--- src/rtl/td4_prog_loader.sv ---
// rtl/td4_prog_loader.sv - framed byte-stream loader for the TD4 16x8 instruction memory.
// Optional checksum byte and CHECK state are built when TD4_LOADER_CHECKSUM_EN is defined.
module td4_prog_loader #(
  parameter logic [7:0] SYNC_BYTE = 8'hA5
) (
  input  logic       clk,
  input  logic       rst,
  input  logic       in_valid,
  input  logic [7:0] in_data,
  output logic       in_ready,
  output logic       mem_we,
  output logic [3:0] mem_addr,
  output logic [7:0] mem_wdata,
  output logic       cpu_hold,
  output logic       loaded,
  output logic       err
);

`ifdef TD4_LOADER_CHECKSUM_EN
  typedef enum logic [2:0] {S_IDLE, S_COUNT, S_DATA, S_CHECK, S_DONE, S_ERR} state_t;
`else
  typedef enum logic [2:0] {S_IDLE, S_COUNT, S_DATA, S_DONE, S_ERR} state_t;
`endif

  state_t     r_state, w_state;
  logic       r_ready;
  logic       r_we, w_we;
  logic [3:0] r_addr, w_addr;
  logic [7:0] r_wdata, w_wdata;
  logic       r_hold, w_hold;
  logic       r_loaded, w_loaded;
  logic       r_err, w_err;
  logic [4:0] r_cnt, w_cnt;
  logic [4:0] r_n, w_n;
  logic       w_acc;
  logic       w_sync;
  logic [4:0] w_cnt_inc;
`ifdef TD4_LOADER_CHECKSUM_EN
  logic [7:0] r_sum, w_sum;
`endif

  assign w_acc     = in_valid & r_ready;
  assign w_sync    = w_acc && (in_data == SYNC_BYTE);
  assign w_cnt_inc = r_cnt + 5'd1;

  always_ff @(posedge clk) begin
    if (rst) begin
      r_state  <= S_IDLE;
      r_ready  <= 1'b0;
      r_we     <= 1'b0;
      r_addr   <= 4'd0;
      r_wdata  <= 8'd0;
      r_hold   <= 1'b1;
      r_loaded <= 1'b0;
      r_err    <= 1'b0;
      r_cnt    <= 5'd0;
      r_n      <= 5'd0;
`ifdef TD4_LOADER_CHECKSUM_EN
      r_sum    <= 8'd0;
`endif
    end else begin
      r_state  <= w_state;
      r_ready  <= 1'b1;
      r_we     <= w_we;
      r_addr   <= w_addr;
      r_wdata  <= w_wdata;
      r_hold   <= w_hold;
      r_loaded <= w_loaded;
      r_err    <= w_err;
      r_cnt    <= w_cnt;
      r_n      <= w_n;
`ifdef TD4_LOADER_CHECKSUM_EN
      r_sum    <= w_sum;
`endif
    end
  end

  always_comb begin
    w_state  = r_state;
    w_we     = 1'b0;
    w_addr   = r_addr;
    w_wdata  = r_wdata;
    w_hold   = r_hold;
    w_loaded = r_loaded;
    w_err    = r_err;
    w_cnt    = r_cnt;
    w_n      = r_n;
`ifdef TD4_LOADER_CHECKSUM_EN
    w_sum    = r_sum;
`endif
    case (r_state)
      S_IDLE: begin
        if (w_sync) w_state = S_COUNT;
      end
      S_COUNT: begin
        if (w_acc) begin
          if ((in_data[4:0] != 5'd0) && (in_data[4:0] <= 5'd16)) begin
            w_n     = in_data[4:0];
            w_cnt   = 5'd0;
`ifdef TD4_LOADER_CHECKSUM_EN
            w_sum   = 8'd0;
`endif
            w_state = S_DATA;
          end else begin
            w_err   = 1'b1;
            w_hold  = 1'b1;
            w_state = S_ERR;
          end
        end
      end
      S_DATA: begin
        // SYNC_BYTE is ordinary data here; only the byte count ends the frame.
        if (w_acc) begin
          w_we    = 1'b1;
          w_addr  = r_cnt[3:0];
          w_wdata = in_data;
          w_cnt   = w_cnt_inc;
`ifdef TD4_LOADER_CHECKSUM_EN
          w_sum   = r_sum + in_data;
          if (w_cnt_inc == r_n) w_state = S_CHECK;
`else
          if (w_cnt_inc == r_n) begin
            w_hold   = 1'b0;
            w_loaded = 1'b1;
            w_state  = S_DONE;
          end
`endif
        end
      end
`ifdef TD4_LOADER_CHECKSUM_EN
      S_CHECK: begin
        if (w_acc) begin
          if (in_data == r_sum) begin
            w_hold   = 1'b0;
            w_loaded = 1'b1;
            w_state  = S_DONE;
          end else begin
            w_err    = 1'b1;
            w_state  = S_ERR;
          end
        end
      end
`endif
      S_DONE: begin
        if (w_sync) begin
          w_hold   = 1'b1;
          w_loaded = 1'b0;
          w_state  = S_COUNT;
        end
      end
      S_ERR: begin
        if (w_sync) begin
          w_err   = 1'b0;
          w_state = S_COUNT;
        end
      end
      default: w_state = S_IDLE;
    endcase
  end

  assign in_ready  = r_ready;
  assign mem_we    = r_we;
  assign mem_addr  = r_addr;
  assign mem_wdata = r_wdata;
  assign cpu_hold  = r_hold;
  assign loaded    = r_loaded;
  assign err       = r_err;

endmodule

--- config.mk ---
export PLATFORM = sky130hd
export DESIGN_NAME = td4_prog_loader
export DESIGN_NICKNAME = d
export VERILOG_FILES = /design/src/rtl/td4_prog_loader.sv
export SDC_FILE = /design/constraint.sdc
export NUM_CORES = 1
export LEC_CHECK = 0
export ABC_AREA = 1
export CAP_MARGIN = 5
export CORE_ASPECT_RATIO = 1.25
export CORE_MARGIN = 2
export CORE_UTILIZATION = 54
export CTS_CLUSTER_DIAMETER = 50
export DETAILED_ROUTE_END_ITERATION = 8
export PLACE_DENSITY = 0.79
export SYNTH_ARGS = -nofsm -noshare
export SYNTH_HDL_FRONTEND = slang
export SYNTH_SLANG_ARGS = --single-unit
--- constraint.sdc ---
create_clock -name clk -period 2.9 [get_ports clk]
set_input_delay 0.29 -clock clk [delete_from_list [all_inputs] [get_ports clk]]
set_output_delay 0.29 -clock clk [all_outputs]
set_load 0.005 [all_outputs]
# After elaboration in Yosys (flattened, before gate mapping)
# Cells that the tools add are included.
# word_totals
register_bits,30
out_inout_bits,17
# classes
addsub,1
order_cmp,1
n_eq_ne,14
mux,23
bitwise_logic,2
n_reduce_logical,17
# ops
operator,n
$reduce_and A4 Y1,4
$mux W3,5
$mux W5,3
$ne A2 B2 Y1 const B,7
$mux W1,10
$pmux W5 S2,1
$pmux W3 S3,1
$eq A8 B8 Y1 const B,1
$eq A3 B2 Y1 const B,2
$reduce_and A6 Y1,1
$reduce_bool A2 Y1,3
$add A5 B1 Y5 const B,1
$eq A5 B5 Y1,1
$le A5 B5 Y1 const B,1
$reduce_bool A5 Y1,1
$pmux W1 S2,2
$eq A3 B1 Y1 const B,1
$eq A3 B3 Y1 const B,1
$logic_not A3 Y1,1
$pmux W1 S3,1
$reduce_and A3 Y1,1
$reduce_bool A3 Y1,1
$reduce_or A3 Y1,1
$logic_and A1 B1 Y1,2
5 further kinds,5

# Logic depth before layout (Yosys ltp)
# depth
ltp_word,5
ltp_mapped,12

# Worst setup path before layout
# OpenSTA, ideal clock, no wires.
# synth_path
path_type,register to register
startpoint,reg r_cnt[0]
endpoint,reg r_state[0]
setup_time_ns,0.115
arrival_ns,1.366
t_required_ns,2.785
slack_ns,1.419
stages_incl_launch_ff,13
path_cell_list,dfxtp_1 -> ha_1 -> inv_1 -> nand2_1 -> nand2_1 -> nor2_4 -> nand3_1 -> nor2_1 -> nand2_1 -> nand2_2 -> nand4_1 -> nand2_1 -> nor2_1
# synth_between
elab_chain_cells,4
# synth_rtl
element,line,source
"start, declared",33,"logic [4:0] r_cnt, w_cnt;"
"start signal, assigned",70,r_cnt <= w_cnt;
$add A5 B1 Y5,44,assign w_cnt_inc = r_cnt + 5'd1;
$eq A5 B5 Y1,122,if (w_cnt_inc == r_n) begin
$ne A2 B2 Y1 (no line),-,
$reduce_and A4 Y1 (no line),-,
"end signal, assigned",62,r_state <= w_state;
"end, declared",25,"state_t r_state, w_state;"
# Every way passes these cells.
# A chain may end at the register's enable or synchronous reset.

# Worst setup path after layout
# Ends and elaborated chain as after synthesis.

==> summary.log <==
qor: detailed_routing.via_per_inst 5.31
qor: cts.clock_sinks 30
qor: sta.hold_viol 0
qor: pwr.total_power 1.32 mW
qor: detailed_routing.drt_first_iter_violations 34
qor: worst_hold_path.hold_depth 2
qor: logic_synthesis.synthesis.instances 202
qor: detailed_routing.routed-via-count 1422
qor: final_layout.nets 245
qor: worst_hold_path.worst_hold_path_type reg2reg
qor: sta.worst_clock_skew 0.0131 ns
qor: sta.min_period_over_period 60.1%
qor: final_layout.area_growth 25.3%
qor: sta.fin_crit 1.74 ns
qor: detailed_routing.drc_errors 0
qor: logic_synthesis.yosysWarningCount 0
qor: sta.max_clock_freq 0.574 GHz
qor: cts.cts_resized 0
qor: die.core_region_area 0.00263 sq mm
qor: detailed_routing.drt_pre_antenna_iters 4
qor: cts.clockRootBuffer sky130_fd_sc_hd__clkbuf_4
qor: critical_path.beginning_of_the_worst_register_to_register_path r_cnt[0]
qor: sta.drv_slew 0
qor: global_routing.initial_antenna_violation_count 0
qor: critical_path.worst-endpoint-arrival 1.97 ns
qor: die.boundaryPins 28
qor: cts.postCtsHoldBufs 0
qor: cts.clk_pin_slew_worst_paths 0.09 ns
qor: cts.clk-insertion-delay-late 0.34 ns
qor: logic_synthesis.synth-simple-area-share 30.4%
qor: global_routing.grt_start_max_net_pins 26
qor: critical_path.crit_path_start_kind flop
qor: final_layout.post-route-cell-area 0.00182 sq mm
qor: final_layout.drive_above_1_share 15.0%
qor: placed_design.post_dp_cell_area 0.00174 sq mm
qor: logic_synthesis.synth.mux.area_fraction 0%
qor: critical_path.endpoint_kind flop
qor: final_layout.final_core_util 69.3%
qor: placed_design.place.detailed.hpwl 2470 um
qor: worst_hold_path.worstHoldEndpoint cpu_hold
qor: global_routing.grt_first_pass_wirelength 5930 um
qor: logic_synthesis.synthDistinctLibCells 25
qor: critical_path.worst-r2r-setup-slack 1.16 ns
qor: die.floorplan.initialDensity 55.3%
qor: die.die_h 62.0 um
qor: pwr.ir_drop 617 uV
qor: cts.cts_setup_buffers 0
qor: logic_synthesis.synthAdderAreaFrac 0.861%
qor: critical_path.timing.reg2reg.worst_path_depth 12
qor: sta.worst-slew-pin-transition 0.685 ns
qor: logic_synthesis.synth_sequential_area_ratio 41.3%
qor: placed_design.globalplace.congestion 0.963
qor: die.floorplan.die_area 0.00312 sq mm
qor: logic_synthesis.postSynthNetCount 214
qor: final_layout.antenna_cells_inserted 0
qor: global_routing.first_global_vias 1332
qor: run.max_cap_violations 0
qor: pwr.p_per_area 724 mW/mm^2
qor: critical_path.setup.worst_path.class reg2reg
qor: die.die_w 50.4 um
qor: placed_design.pre_cts_slack 1.00 ns
qor: cts.cts_tree done
qor: detailed_routing.drtAntennaViolNets 0
qor: sta.final.setup.worst_slack 1.16 ns
qor: sta.unrepaired_setup_endpoints_after_global_routing false
qor: logic_synthesis.syn_avg_cell_area 7.19 sq um
qor: placed_design.count_of_input_and_output_buffers 27
qor: critical_path.worstPathRequired 3.13 ns
qor: critical_path.timing.rr.end r_state[0]
qor: status.run_status finished clean
qor: logic_synthesis.synth_top_family_by_area simple AND/OR/NAND/NOR gates
qor: worst_hold_path.hold_startpoint cpu_hold
qor: die.floorplan.rows 21
qor: sta.slew_limit_headroom 54.3%
qor: logic_synthesis.ys_ff_latch 30
qor: global_routing.use_met3 6.94%
qor: global_routing.grt.met2_usage 45.5%
qor: cts.number_of_buffers_added_by_the_clock_tree_synthesis_step 5
qor: logic_synthesis.synth_compound_area_share 17.4%
qor: global_routing.grt_overflow 0
qor: sta.setup_total_negative_slack 0 ns
qor: sta.setup-violations-final 0
qor: logic_synthesis.post_synthesis_cell_area 0.00145 sq mm
qor: cts.htree_levels 2
qor: detailed_routing.detail_route.wl_per_cell 12.9 um
qor: logic_synthesis.synthXorXnorAreaFrac 1.12%
qor: critical_path.cp_max_fo 6
qor: global_routing.global_route.peak_usage_layer met2
qor: global_routing.global_route.usage.met1 28.5%
qor: global_routing.track_usage 25.8%
qor: pwr.p_leak 0.750 nW
qor: detailed_routing.route.final.wire_length 3450 um
qor: cts.cts_buffer_depth 2
## cells in the final DEF, fill, tap and decap left out, types with 2 or more instances in the layout
master / netlist / layout
sky130_fd_sc_hd__nand2_2: 6 / 6
sky130_fd_sc_hd__dfxtp_1: 30 / 30
sky130_fd_sc_hd__o21ai_1: 12 / 12
sky130_fd_sc_hd__inv_1: 18 / 18
sky130_fd_sc_hd__nand4_1: 6 / 6
sky130_fd_sc_hd__nor2_1: 30 / 30
sky130_fd_sc_hd__o31ai_1: 2 / 2
sky130_fd_sc_hd__nand3_1: 11 / 11
sky130_fd_sc_hd__nor2_2: 3 / 3
sky130_fd_sc_hd__nand2_1: 29 / 29
sky130_fd_sc_hd__o21ai_0: 10 / 10
sky130_fd_sc_hd__a21oi_1: 22 / 22
sky130_fd_sc_hd__inv_2: 7 / 7
sky130_fd_sc_hd__clkdlybuf4s50_1: 0 / 27
sky130_fd_sc_hd__clkbuf_4: 0 / 5
sky130_fd_sc_hd__nand3_2: 2 / 2
sky130_fd_sc_hd__clkinv_2: 1 / 3
sky130_fd_sc_hd__nor2_4: 2 / 2
## how the worst max path moves through the flow
| stage | start | end | cells after the start |
|---|---|---|---|
| floorplan | r_cnt[0] | r_state[0] | 12 |
| global placement | in_valid | cpu_hold | 10 |
| detailed placement | rst | mem_wdata[2] | 4 |
| CTS | r_cnt[0] | r_state[0] | 12 |
| global route | r_cnt[0] | r_state[0] | 12 |
| finish | r_cnt[0] | r_state[0] | 12 |
## cell families after synthesis
group           after synthesis
xor+xnor                      1
flops                        30
simple gates                 92
buf+inv                      30
compound gates               48
fa+ha+maj                     1
## power breakdown
group          internal [mW]  total, mW  leakage [nW]  switching [mW]
Clock                  0.178      0.328        0.0450           0.149
Combinational          0.184      0.473         0.462           0.289
Sequential             0.470      0.518         0.243          0.0482
Total                  0.832       1.32         0.750           0.486
## cell usage after synthesis
| library cell | number | share of area, % |
|---|---|---|
| sky130_fd_sc_hd__a21oi_1 | 22 | 7.6 |
| sky130_fd_sc_hd__a21oi_2 | 1 | 0.60 |
| sky130_fd_sc_hd__buf_6 | 2 | 1.6 |
| sky130_fd_sc_hd__clkbuf_1 | 2 | 0.52 |
| sky130_fd_sc_hd__clkinv_2 | 1 | 0.34 |
| sky130_fd_sc_hd__dfxtp_1 | 30 | 41 |
| sky130_fd_sc_hd__ha_1 | 1 | 0.86 |
| sky130_fd_sc_hd__inv_1 | 18 | 4.7 |
| sky130_fd_sc_hd__inv_2 | 7 | 1.8 |
| sky130_fd_sc_hd__nand2_1 | 29 | 7.5 |
| sky130_fd_sc_hd__nand2_2 | 6 | 2.6 |
| sky130_fd_sc_hd__nand2_4 | 1 | 0.78 |
| sky130_fd_sc_hd__nand3_1 | 11 | 3.8 |
| sky130_fd_sc_hd__nand3_2 | 2 | 1.4 |
| sky130_fd_sc_hd__nand3b_1 | 1 | 0.52 |
| sky130_fd_sc_hd__nand4_1 | 6 | 2.6 |
| sky130_fd_sc_hd__nor2_1 | 30 | 7.8 |
| sky130_fd_sc_hd__nor2_2 | 3 | 1.3 |
| sky130_fd_sc_hd__nor2_4 | 2 | 1.6 |
| sky130_fd_sc_hd__nor3_2 | 1 | 0.69 |
| sky130_fd_sc_hd__o21ai_0 | 10 | 3.4 |
| sky130_fd_sc_hd__o21ai_1 | 12 | 4.1 |
| sky130_fd_sc_hd__o21ai_2 | 1 | 0.60 |
| sky130_fd_sc_hd__o31ai_1 | 2 | 1.0 |
| sky130_fd_sc_hd__xor2_2 | 1 | 1.1 |
## routing by layer
layer | up-vias | part of all wire, %
met3 | 10 | 5.4
met5 | - | 0
met1 | 648 | 40
met4 | 0 | 2.6
li1 | 724 | -
met2 | 40 | 52
## area by class of cell
type                       instances  area, sq um
multi-input combinational        142          723
timing repair buffer              28          278
fill                             230          807
inverter                          26         98.8
clock buffer                       5         37.5
sequential                        30          601
tap                               34         42.5
clock inverter                     3         40.0
## registers in the layout, summed over array words and instances (netlist names)
name and cells:
mem_we 1, mem_wdata 8, in_ready 1, mem_addr 4, err 1, r_n 5
r_state 3, cpu_hold 1, r_cnt 5, loaded 1
## critical path, cell delays in order, from the launching register on
cell	delay, ns
sky130_fd_sc_hd__dfxtp_1	0.39
sky130_fd_sc_hd__ha_1	0.36
sky130_fd_sc_hd__inv_1	0.06
sky130_fd_sc_hd__nand2_1	0.06
sky130_fd_sc_hd__nand2_1	0.08
sky130_fd_sc_hd__nor2_4	0.07
sky130_fd_sc_hd__nand3_1	0.08
sky130_fd_sc_hd__nor2_1	0.13
sky130_fd_sc_hd__nand2_1	0.08
sky130_fd_sc_hd__nand2_2	0.09
sky130_fd_sc_hd__nand4_1	0.11
sky130_fd_sc_hd__nand2_1	0.08
sky130_fd_sc_hd__nor2_1	0.05
## stage by stage
step / std cells / hold slack (ns)
final: 268 / 0.453
after global routing: 268 / 0.471
after CTS: 268 / 0.453
after detailed placement: 260 / 0.435
after global placement: 260 / 0.434
after floorplan: 202 / 0.352
No activity file was read; power rests on OpenSTA's default activity.
==> edit: new RTL, same flow settings <==
Encoding of `state_t`: now one-hot (5 bits for 5 states).
--- a/src/rtl/td4_prog_loader.sv
+++ b/src/rtl/td4_prog_loader.sv
@@ -19,7 +19,7 @@
 `ifdef TD4_LOADER_CHECKSUM_EN
   typedef enum logic [2:0] {S_IDLE, S_COUNT, S_DATA, S_CHECK, S_DONE, S_ERR} state_t;
 `else
-  typedef enum logic [2:0] {S_IDLE, S_COUNT, S_DATA, S_DONE, S_ERR} state_t;
+  typedef enum logic [4:0] {S_IDLE = 5'b00001, S_COUNT = 5'b00010, S_DATA = 5'b00100, S_DONE = 5'b01000, S_ERR = 5'b10000} state_t;
 `endif
 
   state_t     r_state, w_state;
Formal check against the unedited RTL: no difference found for any inputs over 10 cycles, from zero or initial values and one cycle with rst high; not proved beyond that.
==> edit against the unedited design <==
  * Core utilization up 1.1 points
  * Area after synthesis up 5.9%
  * Clock skew down 0.0064 ns
  * Setup slack better by 0.00080 ns
  * Wire length up 2.2%
  * Sequential cell count up 2
  * Largest cell class unchanged
  * Global-route usage down 0.72 points
  * Design area up 4.7%
  * Synthesized cell count up 5.4%
  * Sequential share of layout area up 0.63 points
Power is not compared: it rests on default switching activity, and its combinational part moved more than twofold at a synthesized area within 25%.
==> edit: results (changes against the unedited design) <==
- The sequential share of the synthesized area came to 41.6% (+0.28 points).
* Wire length after detailed routing: 3520 µm (+2.2%)
- Worst Hold Margin: 0.452 ns (-0.00163 ns)
- The met3 routed wirelength was 150 µm (-19%).
* Wirelength per Cell: 12.7 µm (-1.1%)
* Placed wire-length estimate: 2620 µm (+6.1%)
- FF-to-FF setup slack: 1.16 ns (about the same)
* Relative max-transition margin: 56.9% (+2.7 points)
- The delay of the slowest critical-path stage is 0.44 ns (+0.05 ns).
* Final net count: 254 (+3.7%)
- The detailed route wirelength on metal2 was 1830 µm (+3.0%).
- Overall track demand over capacity in global routing: 25.1% (-0.72 points)
- By count the netlist is led by sky130_fd_sc_hd__nand2_1 (38), sky130_fd_sc_hd__dfxtp_1 (32), sky130_fd_sc_hd__a21oi_1 (22), sky130_fd_sc_hd__inv_1 (22), sky130_fd_sc_hd__nor2_1 (22).
- The final standard cell utilization of the core was 70.4% (+1.1 points).
- The pin count of the biggest net entering global routing was 24 (-7.7%).
- Met1 wire length: 1460 µm (+4.9%)
- Met3 usage in global routing: 5.92% (-1.0 points)
- Worst setup slack after placement: 0.924 ns (-0.0795 ns)
- The count of placed standard cells including taps was 269 (+3.5%).
* Run status: finished, final reports clean
* Share of the cycle needed by the critical path after routing: 60.0% (about the same)
- The global routing met2 resource utilization is 43.1% (-2.4 points).
- Mean Syn Cell Area: 7.23 µm² (+0.47%)
* Filler cell count in the final layout: 235 (+2.2%)
* Post-DR vias/cell: 5.35 (+0.90%)
* Max Clock Skew: 0.00670 ns (-0.00638 ns)
- Capture point of the critical path: r_state[0]$_SDFFE_PP1P_
- Yosys attributes the largest share of cell area to sky130_fd_sc_hd__dfxtp_1 (42%), sky130_fd_sc_hd__nand2_1 (9.3%), sky130_fd_sc_hd__a21oi_1 (7.2%).
- First-pass GRT wire length: 6280 µm (+5.9%)
[edit: area by class of cell]
| cell class | count | area share, % |
|---|---|---|
| Sequential cell | 32 | 33.6 |
| Multi-Input combinational cell | 147 | 40.1 |
| Clock buffer | 5 | 1.97 |
| Inverter | 29 | 5.71 |
| Clock inverter | 3 | 2.23 |
| Tap cell | 34 | 2.23 |
| Timing Repair Buffer | 27 | 14.2 |
[edit: worst min-delay path by stage]
| stage | start | to | depth (start not counted) |
|---|---|---|---|
| 2_1_floorplan | in_data[3] | r_n[3]$_SDFFE_PP0P_ | 2 |
| 3_3_place_gp | cpu_hold$_SDFFE_PP1P_ | cpu_hold$_SDFFE_PP1P_ | 2 |
| 3_5_place_dp | cpu_hold$_SDFFE_PP1P_ | cpu_hold$_SDFFE_PP1P_ | 2 |
| 4_1_cts | cpu_hold$_SDFFE_PP1P_ | cpu_hold$_SDFFE_PP1P_ | 2 |
| 5_1_grt | cpu_hold$_SDFFE_PP1P_ | cpu_hold$_SDFFE_PP1P_ | 2 |
| 6_report | cpu_hold$_SDFFE_PP1P_ | cpu_hold$_SDFFE_PP1P_ | 2 |
[edit: kinds of logic (layout without fill, tap and decap cells)]
| logic type | count (synthesis) | count (layout) | synth area share [%] |
|---|---|---|---|
| AND/OR/NAND/NOR | 102 | 102 | 34.0 |
| adder cells (fa/ha/maj) | 1 | 1 | 0.813 |
| XOR/XNOR | 1 | 1 | 0.569 |
| AO/OA/AOI/OAI | 43 | 43 | 14.2 |
| buffers and inverters | 34 | 64 | 8.78 |
| flip-flops | 32 | 32 | 41.6 |
[edit: worst max-delay path, delay by kind of cell, from the launching register on]
kind / cells / cell delay [ns]
simple gates: 10 / 0.80
flops: 1 / 0.44
buf+inv: 1 / 0.07
fa+ha+maj: 1 / 0.27
